[config.mk]
export PLATFORM = sky130hd
export DESIGN_NAME = axi_grid_rr_merge
export DESIGN_NICKNAME = d
export VERILOG_FILES = /design/src/rtl/axi_grid_rr_merge.sv
export SDC_FILE = /design/constraint.sdc
export NUM_CORES = 1
export LEC_CHECK = 0
export CAP_MARGIN = 20
export CORE_ASPECT_RATIO = 0.6
export CORE_MARGIN = 2
export CORE_UTILIZATION = 32
export CTS_CLUSTER_DIAMETER = 120
export CTS_CLUSTER_SIZE = 28
export DETAILED_ROUTE_END_ITERATION = 16
export HOLD_SLACK_MARGIN = 0.12
export PLACE_DENSITY = 0.71
export SETUP_SLACK_MARGIN = 0.5
export SYNTH_ARGS = -nofsm -noshare
export SYNTH_HDL_FRONTEND = slang
export SYNTH_SLANG_ARGS = --single-unit
export TNS_END_PERCENT = 30
[constraint.sdc]
create_clock -name clk_i -period 3.2 [get_ports clk_i]
set_input_delay 0.8 -clock clk_i [delete_from_list [all_inputs] [get_ports clk_i]]
set_output_delay 0.8 -clock clk_i [all_outputs]
set_load 0.1 [all_outputs]
[src/rtl/axi_grid_rr_merge.sv]
// Round-robin merge of NUM_IN grid request streams onto one registered output link.
// A grant is locked to one input from its first beat until its last beat.
module axi_grid_rr_merge #(
    parameter type grid_id_t = logic [7:0],
    parameter type chan_t    = logic [31:0],
    parameter int  NUM_IN    = 3
) (
    input  logic              clk_i,
    input  logic              srst_i,
    input  grid_id_t          did_i   [NUM_IN],
    input  grid_id_t          sid_i   [NUM_IN],
    input  chan_t             chan_i  [NUM_IN],
    input  logic [NUM_IN-1:0] last_i,
    input  logic [NUM_IN-1:0] valid_i,
    output logic [NUM_IN-1:0] ready_o,
    output grid_id_t          did_o,
    output grid_id_t          sid_o,
    output chan_t             chan_o,
    output logic              last_o,
    output logic              valid_o,
    input  logic              ready_i,
    output logic              dbg_lock_o
);

    localparam int IDX_W = (NUM_IN > 1) ? $clog2(NUM_IN) : 1;

    typedef enum logic {S_IDLE = 1'b0, S_LOCK = 1'b1} state_t;

    state_t             r_state;
    logic [IDX_W-1:0]   r_rr_ptr;
    logic [IDX_W-1:0]   r_lock_idx;
    logic               r_valid;
    grid_id_t           r_did;
    grid_id_t           r_sid;
    chan_t              r_chan;
    logic               r_last;

    logic               w_slot_free;
    logic               w_win_vld;
    logic [IDX_W-1:0]   w_win_idx;
    logic [IDX_W-1:0]   w_cand;
    logic [IDX_W-1:0]   w_next_ptr;
    logic               w_xfer;

    // Handshake: a beat moves on any link in a cycle where valid and ready are both high;
    // the output slot may take a new beat when it is empty or being drained this cycle.
    assign w_slot_free = !r_valid || ready_i;

    // Scan offsets from highest to lowest so the closest valid input to rr_ptr wins.
    always_comb begin
        w_win_vld = 1'b0;
        w_win_idx = '0;
        w_cand    = '0;
        if (r_state == S_LOCK) begin
            w_win_vld = 1'b1;
            w_win_idx = r_lock_idx;
        end else begin
            for (int off = NUM_IN - 1; off >= 0; off--) begin
                w_cand = IDX_W'((int'(r_rr_ptr) + off) % NUM_IN);
                if (valid_i[w_cand]) begin
                    w_win_vld = 1'b1;
                    w_win_idx = w_cand;
                end
            end
        end
    end

    always_comb begin
        ready_o = '0;
        for (int k = 0; k < NUM_IN; k++) begin
            ready_o[k] = !srst_i && w_slot_free && w_win_vld && (w_win_idx == IDX_W'(k));
        end
    end

    assign w_xfer     = !srst_i && w_slot_free && w_win_vld && valid_i[w_win_idx];
    assign w_next_ptr = (w_win_idx == IDX_W'(NUM_IN - 1)) ? '0 : w_win_idx + 1'b1;

    always_ff @(posedge clk_i) begin
        if (srst_i) begin
            r_state    <= S_IDLE;
            r_rr_ptr   <= '0;
            r_lock_idx <= '0;
            r_valid    <= 1'b0;
            r_did      <= '0;
            r_sid      <= '0;
            r_chan     <= '0;
            r_last     <= 1'b0;
        end else if (w_xfer) begin
            r_valid <= 1'b1;
            r_did   <= did_i[w_win_idx];
            r_sid   <= sid_i[w_win_idx];
            r_chan  <= chan_i[w_win_idx];
            r_last  <= last_i[w_win_idx];
            case (r_state)
                S_IDLE: begin
                    if (last_i[w_win_idx]) begin
                        r_rr_ptr <= w_next_ptr;
                    end else begin
                        r_state    <= S_LOCK;
                        r_lock_idx <= w_win_idx;
                    end
                end
                S_LOCK: begin
                    if (last_i[w_win_idx]) begin
                        r_state  <= S_IDLE;
                        r_rr_ptr <= w_next_ptr;
                    end
                end
                default: r_state <= S_IDLE;
            endcase
        end else if (ready_i) begin
            r_valid <= 1'b0;
        end
    end

    assign valid_o    = r_valid;
    assign did_o      = r_did;
    assign sid_o      = r_sid;
    assign chan_o     = r_chan;
    assign last_o     = r_last;
    assign dbg_lock_o = (r_state == S_LOCK);

endmodule

Yosys cells after proc, flatten, opt, wreduce, memory -nomap -nowiden
Index checks and enable logic that the tools add are counted.

Flip-flop bits (word level): 55. Logic and storage cells: 69. Input bits: 153.

Equality and inequality tests: 2. Magnitude comparators: 5. Mux-type cells: 32. $add $sub $neg: 3. Bitwise operators: 3. Reduce and logical (&&, ||, !) cells: 13. Div/mod/pow operators: 3.

Operator list (number): 32-bit binary-select mux with 2-bit select (1); 32-bit by 3-bit remainder unit with 32-bit output (second input constant) (2); 32-bit 2-to-1 mux (2); 8-bit binary-select mux with 2-bit select (2); 3-bit by 3-bit remainder unit with 32-bit output (second input constant) (1); 8-bit 2-to-1 mux (4); 2-bit by 3-bit less-than comparator with 1-bit output (second input constant) (4); 1-bit 2-to-1 mux (12); 2-bit 2-to-1 mux (6); 1-bit binary-select mux with 2-bit select (5); 1-bit logical AND (6); 2-bit by 1-bit adder with 3-bit output (second input constant) (1); 2-bit by 2-bit adder with 3-bit output (second input constant) (1); 3-bit greater-or-equal comparator (second input constant) (1); 2-bit inverter with 3-bit output (1); 3-bit AND reduction (1); 2-bit by 1-bit adder with 2-bit output (second input constant) (1); 2-bit by 1-bit == test with 1-bit output (second input constant) (1); 2-bit == test (second input constant) (1); 1-bit logical NOT (2); 2-bit logical NOT (1); 1-bit inverter (2); 2-bit AND reduction (1); 2-bit nonzero test (1); 1-bit logical OR (1).

Logic depth before layout (Yosys ltp)
Gate-level depths: netlist of the first run.

Depth after elaboration: 12. Depth in mapped cells: 13. Gate-level depth less buffers: 10.

Least setup slack after synthesis of the first run
No wires, ideal clock.

Path type: input -> output. Start: in valid_i[2]. End: out ready_o[1]. Slack: -0.866 ns. Arrival time: 3.266 ns. Stages: 8. Buffers on the path: 3. Cell sequence: buf_2 mux2i_1 o2bb2ai_1 o211a_1 o21a_1 buf_2 clkbuf_1 nor2_1.

Longest elaborated chain between the ends: 8. Elaborated cells between the ends (all ways): 17. Classes of those cells: eq/ne: 1; mux: 14; reduce/logical: 2.

Ends and longest elaborated chain: start: declaration (RTL line 14) `input logic [NUM_IN-1:0] valid_i,`; 1-bit binary-select mux with 2-bit select (RTL line 60) `if (valid_i[w_cand]) begin`; 1-bit 2-to-1 mux (implied by the code) (RTL line 60); 2-bit 2-to-1 mux or 1-bit 2-to-1 mux (tied branches) (3 in series) (RTL line 60); 2-bit 2-to-1 mux or 1-bit 2-to-1 mux (tied branches) (RTL line 54) `if (r_state == S_LOCK) begin`; 2-bit by 1-bit == test with 1-bit output or 1-bit logical AND (tied branches) (RTL line 71) `ready_o[k] = !srst_i && w_slot_free && w_win_vld && (w_win_idx == IDX_W'(k));`; 1-bit logical AND * (RTL line 71); end: declaration (RTL line 15) `output logic [NUM_IN-1:0] ready_o,`.

Every way passes the cells marked *; elsewhere a longest branch is shown, timed or not. The select of a mux whose other input is x is not followed.

Final worst setup path of the first run
Start: in valid_i[0]. End: out ready_o[0].

Longest elaborated chain between the ends: 8. Elaborated cells between the ends (all ways): 17. Classes of those cells: mux: 14; reduce/logical: 3.

Ends and longest elaborated chain (RTL line): 1-bit binary-select mux with 2-bit select (60); 1-bit 2-to-1 mux (implied by the code) (60); 2-bit 2-to-1 mux or 1-bit 2-to-1 mux (tied branches) (3 in series) (60); 2-bit 2-to-1 mux or 1-bit 2-to-1 mux (tied branches) (54); 2-bit logical NOT or 1-bit logical AND (tied branches) (71); 1-bit logical AND * (71).

Marks and branches as above.

==> summary.txt, run 1 <==
Critical path
  • Crit path kind: in2out
  • Slowest CP cell: o311ai_2
  • Crit path buf inv count: 5
  • CP Launch Point: valid_i[0]
  • FF-to-FF End: did_o[2]$_SDFFE_PP0P_
  • CP cell instances: buf_2, buf_6, mux2i_4, o2bb2ai_2, buf_4, o311ai_2, buf_4, nor2_4, buf_12
  • Worst reg2reg setup slack: 0.27 ns
  • Worst r2r src: r_rr_ptr[0]$_SDFFE_PP0P_
  • Crit path DAT: 2.18 ns
  • CP most frequent cell: buf_4
  • Peak fanout along the critical path: 3
  • CP max stage delay: 0.26 ns
  • Req. time, crit path: 2.40 ns
  • Critical path's top delay family: buffers and inverters
  • Crit path capture type: output port
  • Path depth of the worst reg2reg path: 14
  • Startpoint Class: input pin

Finish
  • Fillers: 848
  • Post-route cell area: 0.00663 sq mm
  • Fraction of layout cells with a size suffix above 1: a little under half
  • P&R area growth vs syn: 95.5%
  • Util after Layout: 63.5%
  • Area occupied by multi-input gates: 0.00257 sq mm
  • Reg area: 0.00111 sq mm
  • # diodes: 0
  • Nets@finish: approximately 740

Power
  • Tot Pwr: 3.91 mW
  • Max VDD drop: roughly 0.27 mV
  • Comb pwr share: about 61%
  • Clock power share: 16.5%
  • Sw frac: 46.3%
  • Leakage: 2.60 nW
  • Pwr/cell area: 590 mW/mm^2
  • Pint: roughly 2.1 mW
  • P_sw: 1.81 mW
  • Sequential Power Share: 22.1%

Routing
  • Detail Route Antenna Nets: 0
  • DR WL/cell: 18.0 um
  • DRT Wirelength: roughly 13000 um
  • 1st-iter DRT viols: 112
  • TritonRoute pass-1 iters: 4
  • Vias: 3724
  • DRC: 0
  • Via density: 5.17

Run status
  • Status: finished clean

Logic synthesis
  • Post-synthesis cell type with the largest combined area: dfxtp_1
  • Mapped cell area: about 0.0034 sq mm
  • Synth top area cells: dfxtp_1, mux2_2, nor3_2
  • Synth warnings: 0
  • Seq/Total Area, Yosys: between 30% and 40%
  • Post-synth top cells: dfxtp_1, nor2_1, mux2_2
  • Most frequent cell after synthesis: dfxtp_1
  • Syn Inst Count: between 300 and 400
  • Distinct cells, synth: 37
  • #FFs+latches synth: 55
  • FFs w/ async S/R, synth: 0%
  • Post-synth top flop: dfxtp_1
  • Post-synth EDFFs: 0
  • Syn Area/Cell: 9.61 sq um
  • Share of the synthesized area in the top cell type: 32.5%
  • Mapped Nets: 509

Flow run
  • Max-cap violations: 0

Global routing
  • Overflow after GRT: 0
  • Total track usage: 20.1%
  • Vias in the first global route: between 3000 and 4000
  • First-pass GRT wire length: 18700 um
  • Initial antenna violation count: 0
  • Largest net degree at the start of global routing: 60

Timing
  • Worst slew margin: 40.9%
  • RSZ-0062 raised after global routing: yes
  • Sum Neg Setup Slack: 0 ns
  • Tcrit/Tclk final: between 90% and 100%
  • Max Clock Freq: 0.335 GHz
  • Crit path time final: 2.98 ns
  • Clock skew: 0.00712 ns
  • Final Max Tran Viols: 0
  • Final setup fails: 0
  • Hold Worst Slack: 0.503 ns
  • Worst-margin pin slew: 0.887 ns
  • Final Hold Viols: 0

Placement
  • GPL Wtd Cong: 0.856
  • Port bufs: between 200 and 250
  • Placed inst area: between 0.005 and 0.006 sq mm
  • DPL Wire Length: around 8700 um

Floorplanning
  • Die Ht: 83.8 um
  • Die area: approximately 0.011 sq mm
  • Initial core utilization: around 32%
  • Boundary Pins: approximately 210
  • Core area: 0.0105 sq mm
  • Cell Rows: 29
  • Die X: between 100 and 150 um

Clock network
  • CTS H-tree depth: 2
  • Worst skew pair latency: 0.29 ns
  • CTS tree: done
  • Hold-fix buffers at CTS: 0
  • CTS Sinks: 55
  • Clock root buffer: clkbuf_16
  • Number of CTS-inserted buffers: 5
  • Clk buf depth: 2
  • Clock slew at reported path FFs: 0.07 ns

Min path
  • HP Start: chan_o[22]$_SDFFE_PP0P_
  • Hold depth: 2
  • Hold path endpoint: chan_o[22]$_SDFFE_PP0P_
  • Hold Crit Class: reg2reg
sequential cells by signal (all words and copies together), names as in the netlist:
| register | count |
|---|---|
| valid_o | 1 |
| r_lock_idx | 2 |
| last_o | 1 |
| did_o | 8 |
| chan_o | 32 |
| sid_o | 8 |
| dbg_lock_o | 1 |
| r_rr_ptr | 2 |
tightest hold or removal path: stages, from the launching register on:
cell,delay (ns)
dfxtp_1,0.33
nor2_1,0.05
nor3_2,0.08
how the worst max path moves through the flow:
| stage | endpoint | slack [ns] | depth (start not counted) |
|---|---|---|---|
| floorplan | ready_o[1] | 0.07 | 8 |
| global placement | ready_o[0] | -0.11 | 8 |
| detailed placement | did_o[3]$_SDFFE_PP0P_ | -0.20 | 11 |
| CTS | ready_o[0] | 0.27 | 9 |
| global route | ready_o[0] | 0.16 | 9 |
| finish | ready_o[0] | 0.22 | 9 |
through the flow:
step	setup WS, ns	std cells
floorplan	0.0710	353
global placement	-0.106	689
detailed placement	-0.203	689
CTS	0.274	705
global route	0.164	721
finish	0.216	721
metal layers:
| layer | GRT usage [%] | wire (um) | part of all wire [%] |
|---|---|---|---|
| met5 | 0 | 0 | 0 |
| met4 | 4.12 | 158 | 1.2 |
| met3 | 4.68 | 879 | 6.8 |
| met2 | 34.2 | 6130 | 47 |
| met1 | 26.0 | 5840 | 45 |
power by group through the flow:
stage	logic (mW)	registers, mW	clock network [mW]
3_5_place_dp	2.04	0.874	0
4_1_cts	2.11	0.863	0.660
2_1_floorplan	0.704	1.62	0
5_1_grt	2.51	0.880	0.691
3_3_place_gp	2.02	0.866	0
6_report	2.40	0.865	0.645
layout make-up:
type,count,share of cell area [%]
inverter,3,0.208
clock buffer,6,2.09
sequential,55,16.7
tap,139,2.62
clock inverter,2,0.585
multi-input combinational,260,38.8
timing repair buffer,256,39.0
timing repair:
action,in CTS,in global routing
resized for setup,46,61
cloned,0,7
buffers inserted,8,9
pin swaps,10,23
endpoints found under the setup margin,58,58
layout by cell type (no fill, tap or decap), types with 2 or more instances in the layout:
cell type,synthesis,routed
a21oi_1,4,3
a221oi_1,48,31
a221oi_2,0,7
a221oi_4,0,10
buf_12,0,9
buf_2,4,4
buf_4,5,74
buf_6,1,11
buf_8,0,3
clkbuf_16,0,11
clkdlybuf4s50_1,0,148
dfxtp_1,55,52
dfxtp_4,0,2
ha_4,0,2
mux2_2,49,40
mux2_4,0,11
mux2i_1,4,3
mux2i_4,0,2
nand2_1,9,8
nand2b_1,7,6
nor2_1,54,48
nor2_2,0,3
nor2_4,0,3
nor2b_1,6,3
nor2b_4,0,2
nor3_1,3,3
nor3_2,48,47
o21ai_1,1,2
o21ai_2,0,2
or3b_2,2,2
kinds of logic (layout without fill, tap and decap cells):
kind of cell | count (synthesis) | after routing | synth area share [%]
mux | 56 | 56 | 18.5
compound gates | 71 | 71 | 18.1
buf+inv | 38 | 267 | 5.13
flops | 55 | 55 | 32.5
fa+ha+maj | 3 | 3 | 1.11
simple gates | 130 | 130 | 24.7
Note: power is estimated with default switching activity, not from simulation.
==> run 2, diff against run 1 <==
--- a/config.mk
+++ b/config.mk
@@ -8,12 +8,12 @@
 export CAP_MARGIN = 20
 export CORE_ASPECT_RATIO = 0.6
 export CORE_MARGIN = 2
-export CORE_UTILIZATION = 32
+export CORE_UTILIZATION = 38
 export CTS_CLUSTER_DIAMETER = 120
 export CTS_CLUSTER_SIZE = 28
 export DETAILED_ROUTE_END_ITERATION = 16
 export HOLD_SLACK_MARGIN = 0.12
-export PLACE_DENSITY = 0.71
+export PLACE_DENSITY = 0.82
 export SETUP_SLACK_MARGIN = 0.5
 export SYNTH_ARGS = -nofsm -noshare
 export SYNTH_HDL_FRONTEND = slang
==> summary.txt, run 2 (synthesis results as in run 1) <==
Critical path
  • Worst reg2reg setup slack: 0.30 ns
  • Req. time, crit path: 2.40 ns
  • Worst r2r src: r_rr_ptr[0]$_SDFFE_PP0P_
  • Crit path DAT: roughly 2.2 ns
  • Peak fanout along the critical path: 8
  • FF-to-FF End: did_o[0]$_SDFFE_PP0P_
  • Startpoint Class: register
  • Path depth of the worst reg2reg path: 17
  • Crit path kind: reg2out
  • Crit path capture type: output port

Placement
  • Port bufs: 206
  • Setup WS pre-CTS: -0.246 ns
  • DPL Wire Length: 8680 um
  • GPL Wtd Cong: 0.965
  • Placed inst area: roughly 0.0056 sq mm

Finish
  • Nets@finish: 729
  • Fillers: 602
  • Fraction of layout cells with a size suffix above 1: 42.6%
  • Commonest cells after routing, fill and taps aside: clkdlybuf4s50_1, buf_4, nor2_1, dfxtp_1, mux2_2
  • Post-route cell area: 0.00628 sq mm
  • Most common cell after layout, fill and taps aside: clkdlybuf4s50_1
  • Largest register FFs: 32
  • P&R area growth vs syn: 85.1%
  • # diodes: 0

Power
  • Sequential Power Share: 23.3%
  • Clock power share: between 15 and 20%
  • Sw frac: between 40% and 50%
  • Pint: 1.96 mW
  • Leakage: 2.42 nW
  • Pwr/cell area: between 500 and 600 mW/mm^2
  • Max VDD drop: 0.271 mV
  • Comb pwr share: 60.3%
  • P_sw: 1.74 mW

Clock network
  • Clock root buffer: clkbuf_16
  • Clock slew at reported path FFs: 0.07 ns
  • Hold-fix buffers at CTS: 0
  • Number of CTS-inserted buffers: 5
  • CTS Sinks: 55
  • Clk buf depth: 2
  • CTS H-tree depth: 2
  • Worst skew pair latency: approximately 0.29 ns
  • CTS tree: done

Global routing
  • Total track usage: 23.6%
  • GRT met1 Usage: a little over a quarter
  • Grt peak-use layer: met2
  • Largest net degree at the start of global routing: 60
  • Initial antenna violation count: 0
  • Overflow after GRT: 0
  • First-pass GRT wire length: between 15000 and 20000 um
  • GR Util met3: 7.61%
  • Vias in the first global route: 3914
  • Met2 Use GR: 43.3%

Timing
  • Tcrit/Tclk final: 92.5%
  • RSZ-0062 raised after global routing: yes
  • Worst-margin pin slew: 0.906 ns
  • Max Clock Freq: around 0.34 GHz
  • Final worst slack: 0.239 ns
  • Worst slew margin: 39.6%
  • Crit path time final: 2.96 ns
  • Final Max Tran Viols: 0
  • Final setup fails: 0
  • Final Hold Viols: 0
  • Clock skew: around 0.0080 ns

Floorplanning
  • Initial core utilization: around two fifths
  • Die Ht: about 77 um
  • Core area: 0.00859 sq mm
  • Die X: approximately 130 um
  • Cell Rows: 26
  • Die area: 0.00972 sq mm
  • Boundary Pins: 207

Routing
  • DR WL/cell: around 18 um
  • Via density: 5.48
  • TritonRoute pass-1 iters: 4
  • 1st-iter DRT viols: between 100 and 150
  • DRT Wirelength: 12200 um
  • DRC: 0
  • Vias: 3753
  • Detail Route Antenna Nets: 0

Min path
  • HP Start: last_o$_SDFFE_PP0P_
  • Hold path endpoint: last_o$_SDFFE_PP0P_
  • Hold depth: 2
  • Hold Crit Class: reg2reg

Run status
  • Status: finished clean

Flow run
  • Max-cap violations: 0
run 2: metrics by stage:
step	power, mW	setup TNS, ns	hold slack, ns	utilization, %	std cells
after global placement	2.87	-5.27	0.480	65.7	667
final	3.69	0	0.493	73.1	685
after floorplan	2.33	0	0.470	-	353
after global routing	3.85	0	0.537	73.1	685
after detailed placement	2.91	-8.69	0.483	65.7	667
after CTS	3.58	0	0.497	69.4	679
run 2: per-layer routing:
metal / wire length, um / up-vias
met5: 0 / -
met4: 138 / 0
met3: 1110 / 14
met2: 5940 / 177
met1: 4970 / 1792
li1: - / 1770
run 2: worst max path at each step:
stage,end,slack [ns],start,cells after the start
CTS,ready_o[0],0.29,r_rr_ptr[0]$_SDFFE_PP0P_,10
floorplan,ready_o[1],0.07,valid_i[2],8
global placement,chan_o[2]$_SDFFE_PP0P_,-0.15,valid_i[2],9
detailed placement,chan_o[5]$_SDFFE_PP0P_,-0.25,valid_i[2],9
global route,ready_o[2],0.18,r_rr_ptr[0]$_SDFFE_PP0P_,9
finish,ready_o[2],0.24,r_rr_ptr[0]$_SDFFE_PP0P_,9
run 2: final cells by class:
cell class,instances,area [sq um],area share [%]
Clock buffer,6,129,2.05
Multi-Input combinational cell,260,2480,39.5
Tap cell,112,140,2.23
Clock inverter,1,30.0,0.478
Inverter,3,11.3,0.179
Timing Repair Buffer,248,2380,37.9
Sequential cell,55,1110,17.6
run 2: critical path, cell delays in order (launching register included):
cell and delay [ns]:
dfxtp_4 0.37, inv_2 0.06, ha_4 0.32, nor2b_4 0.15, o21ai_1 0.06, a211o_1 0.29
buf_6 0.14, o21ai_4 0.06, o311a_4 0.24, buf_12 0.17
run 2: what timing repair did:
| item | in CTS | in global routing |
|---|---|---|
| buffers inserted | 5 | 5 |
| pin swaps | 7 | 17 |
| cloned | 0 | 1 |
| gates resized for setup | 40 | 35 |
| endpoints found under the setup margin | 58 | 56 |
run 2: power groups by stage:
stage | logic [mW] | clock network, mW | registers [mW]
2_1_floorplan | 0.704 | 0 | 1.62
3_3_place_gp | 2.00 | 0 | 0.865
3_5_place_dp | 2.04 | 0 | 0.871
4_1_cts | 2.09 | 0.628 | 0.857
5_1_grt | 2.33 | 0.648 | 0.872
6_report | 2.23 | 0.608 | 0.859
==> run 3, diff against run 2 <==
--- a/config.mk
+++ b/config.mk
@@ -15,6 +15,7 @@
 export HOLD_SLACK_MARGIN = 0.12
 export PLACE_DENSITY = 0.82
 export SETUP_SLACK_MARGIN = 0.5
+export SKIP_CTS_REPAIR_TIMING = 1
 export SYNTH_ARGS = -nofsm -noshare
 export SYNTH_HDL_FRONTEND = slang
 export SYNTH_SLANG_ARGS = --single-unit
==> summary.txt, run 3 (synthesis results as in run 1) <==
Timing
  • Worst-margin pin slew: about 0.90 ns
  • RSZ-0062 raised after global routing: yes
  • Sum Neg Setup Slack: 0 ns
  • Final Max Tran Viols: 0
  • Tcrit/Tclk final: 92.7%
  • Final Hold Viols: 0
  • Hold Worst Slack: approximately 0.49 ns
  • Crit path time final: 2.97 ns
  • Clock skew: around 0.0039 ns
  • Worst slew margin: 40.2%
  • Final worst slack: 0.233 ns
  • Max Clock Freq: 0.337 GHz
  • Final setup fails: 0

Global routing
  • Initial antenna violation count: 0
  • First-pass GRT wire length: 18400 um
  • Vias in the first global route: 3855
  • Largest net degree at the start of global routing: 60
  • Total track usage: 23.1%
  • Overflow after GRT: 0

Critical path
  • Worst reg2reg setup slack: 0.36 ns
  • Path depth of the worst reg2reg path: 14
  • Crit path kind: reg2out
  • FF-to-FF End: r_lock_idx[0]$_SDFFE_PP0P_
  • Crit path capture type: output port
  • Peak fanout along the critical path: 6
  • Req. time, crit path: around 2.4 ns
  • Worst r2r src: r_rr_ptr[0]$_SDFFE_PP0P_
  • Startpoint Class: register
  • Crit path DAT: approximately 2.2 ns
  • CP Launch Point: r_rr_ptr[0]$_SDFFE_PP0P_

Clock network
  • CTS tree: done
  • Number of CTS-inserted buffers: 5
  • Worst skew pair latency: 0.29 ns
  • CTS H-tree depth: 2
  • CTS Sinks: 55
  • Clk buf depth: 2
  • Clock slew at reported path FFs: around 0.070 ns
  • Clock root buffer: clkbuf_16

Finish
  • Nets@finish: 730
  • Largest register FFs: 32
  • P&R area growth vs syn: 84.3%
  • Post-route cell area: 0.00625 sq mm
  • Most common cell after layout, fill and taps aside: clkdlybuf4s50_1
  • Util after Layout: 72.8%
  • Fillers: 602
  • Commonest cells after routing, fill and taps aside: clkdlybuf4s50_1, buf_4, nor2_1, dfxtp_1, mux2_2
  • Reg area: between 0.001 and 0.0015 sq mm
  • # diodes: 0
  • Area occupied by multi-input gates: 0.00241 sq mm
  • Finished Layout Cells: approximately 690
  • Fraction of layout cells with a size suffix above 1: 41.8%

Power
  • Leakage: 2.45 nW
  • Pwr/cell area: 590 mW/mm^2
  • Pint: 1.97 mW
  • Clock power share: 16.3%
  • Tot Pwr: approximately 3.7 mW
  • Comb pwr share: 60.4%
  • Sequential Power Share: 23.3%
  • Sw frac: 46.5%
  • P_sw: roughly 1.7 mW
  • Max VDD drop: roughly 0.28 mV

Routing
  • DRT Wirelength: about 12000 um
  • DR WL/cell: 17.7 um
  • Via density: 5.40
  • DRC: 0
  • TritonRoute pass-1 iters: 4
  • Vias: 3705
  • 1st-iter DRT viols: 102
  • Detail Route Antenna Nets: 0

Placement
  • DPL Wire Length: 8680 um
  • GPL Wtd Cong: 0.965
  • Setup WS pre-CTS: -0.246 ns
  • Placed inst area: 0.00564 sq mm
  • Port bufs: roughly 200
  • Placed cell count: 667

Floorplanning
  • Die Ht: 77.2 um
  • Die X: 126 um
  • Initial core utilization: 39.5%
  • Core area: 0.00859 sq mm
  • Cell Rows: 26
  • Die area: 0.00972 sq mm
  • Boundary Pins: roughly 210

Run status
  • Status: finished clean

Min path
  • Hold Crit Class: reg2reg
  • HP Start: last_o$_SDFFE_PP0P_
  • Hold path endpoint: last_o$_SDFFE_PP0P_
  • Hold depth: 2

Flow run
  • Max-cap violations: 0
-- run 3: how the worst max path moves through the flow --
stage,endpoint,slack (ns),cells past startpoint
floorplan,ready_o[1],0.07,8
global placement,chan_o[2]$_SDFFE_PP0P_,-0.15,9
detailed placement,chan_o[5]$_SDFFE_PP0P_,-0.25,9
CTS,ready_o[0],-0.20,8
global route,ready_o[1],0.15,10
finish,ready_o[1],0.23,10
-- run 3: per-layer routing --
layer	global-route usage [%]	vias to the layer above	routed length [um]
met1	27.3	1777	4950
met4	3.85	0	107
met5	0	-	0
met3	7.33	10	1020
li1	-	1771	-
met2	41.7	147	6070
-- run 3: power groups by stage --
stage | combinational, mW | clock (mW) | sequential (mW)
after global routing | 2.33 | 0.651 | 0.871
final | 2.23 | 0.600 | 0.858
after detailed placement | 2.04 | 0 | 0.871
after floorplan | 0.704 | 0 | 1.62
after CTS | 2.04 | 0.628 | 0.856
after global placement | 2.00 | 0 | 0.865
-- run 3: area by class of cell --
cell class,instances,area share (%)
inverter,3,0.180
sequential,55,17.8
timing repair buffer,249,38.8
tap,112,2.24
clock buffer,6,2.06
clock inverter,1,0.480
multi-input combinational,260,38.5
-- run 3: worst max-delay path, stage by stage, from the launching register on --
cell and delay (ns):
dfxtp_4 0.36, buf_6 0.12, ha_4 0.18, buf_6 0.13, nand2_1 0.06, nor2_1 0.04, a311o_1 0.35, o311ai_2 0.26
buf_4 0.18, nor2_4 0.04, buf_12 0.16
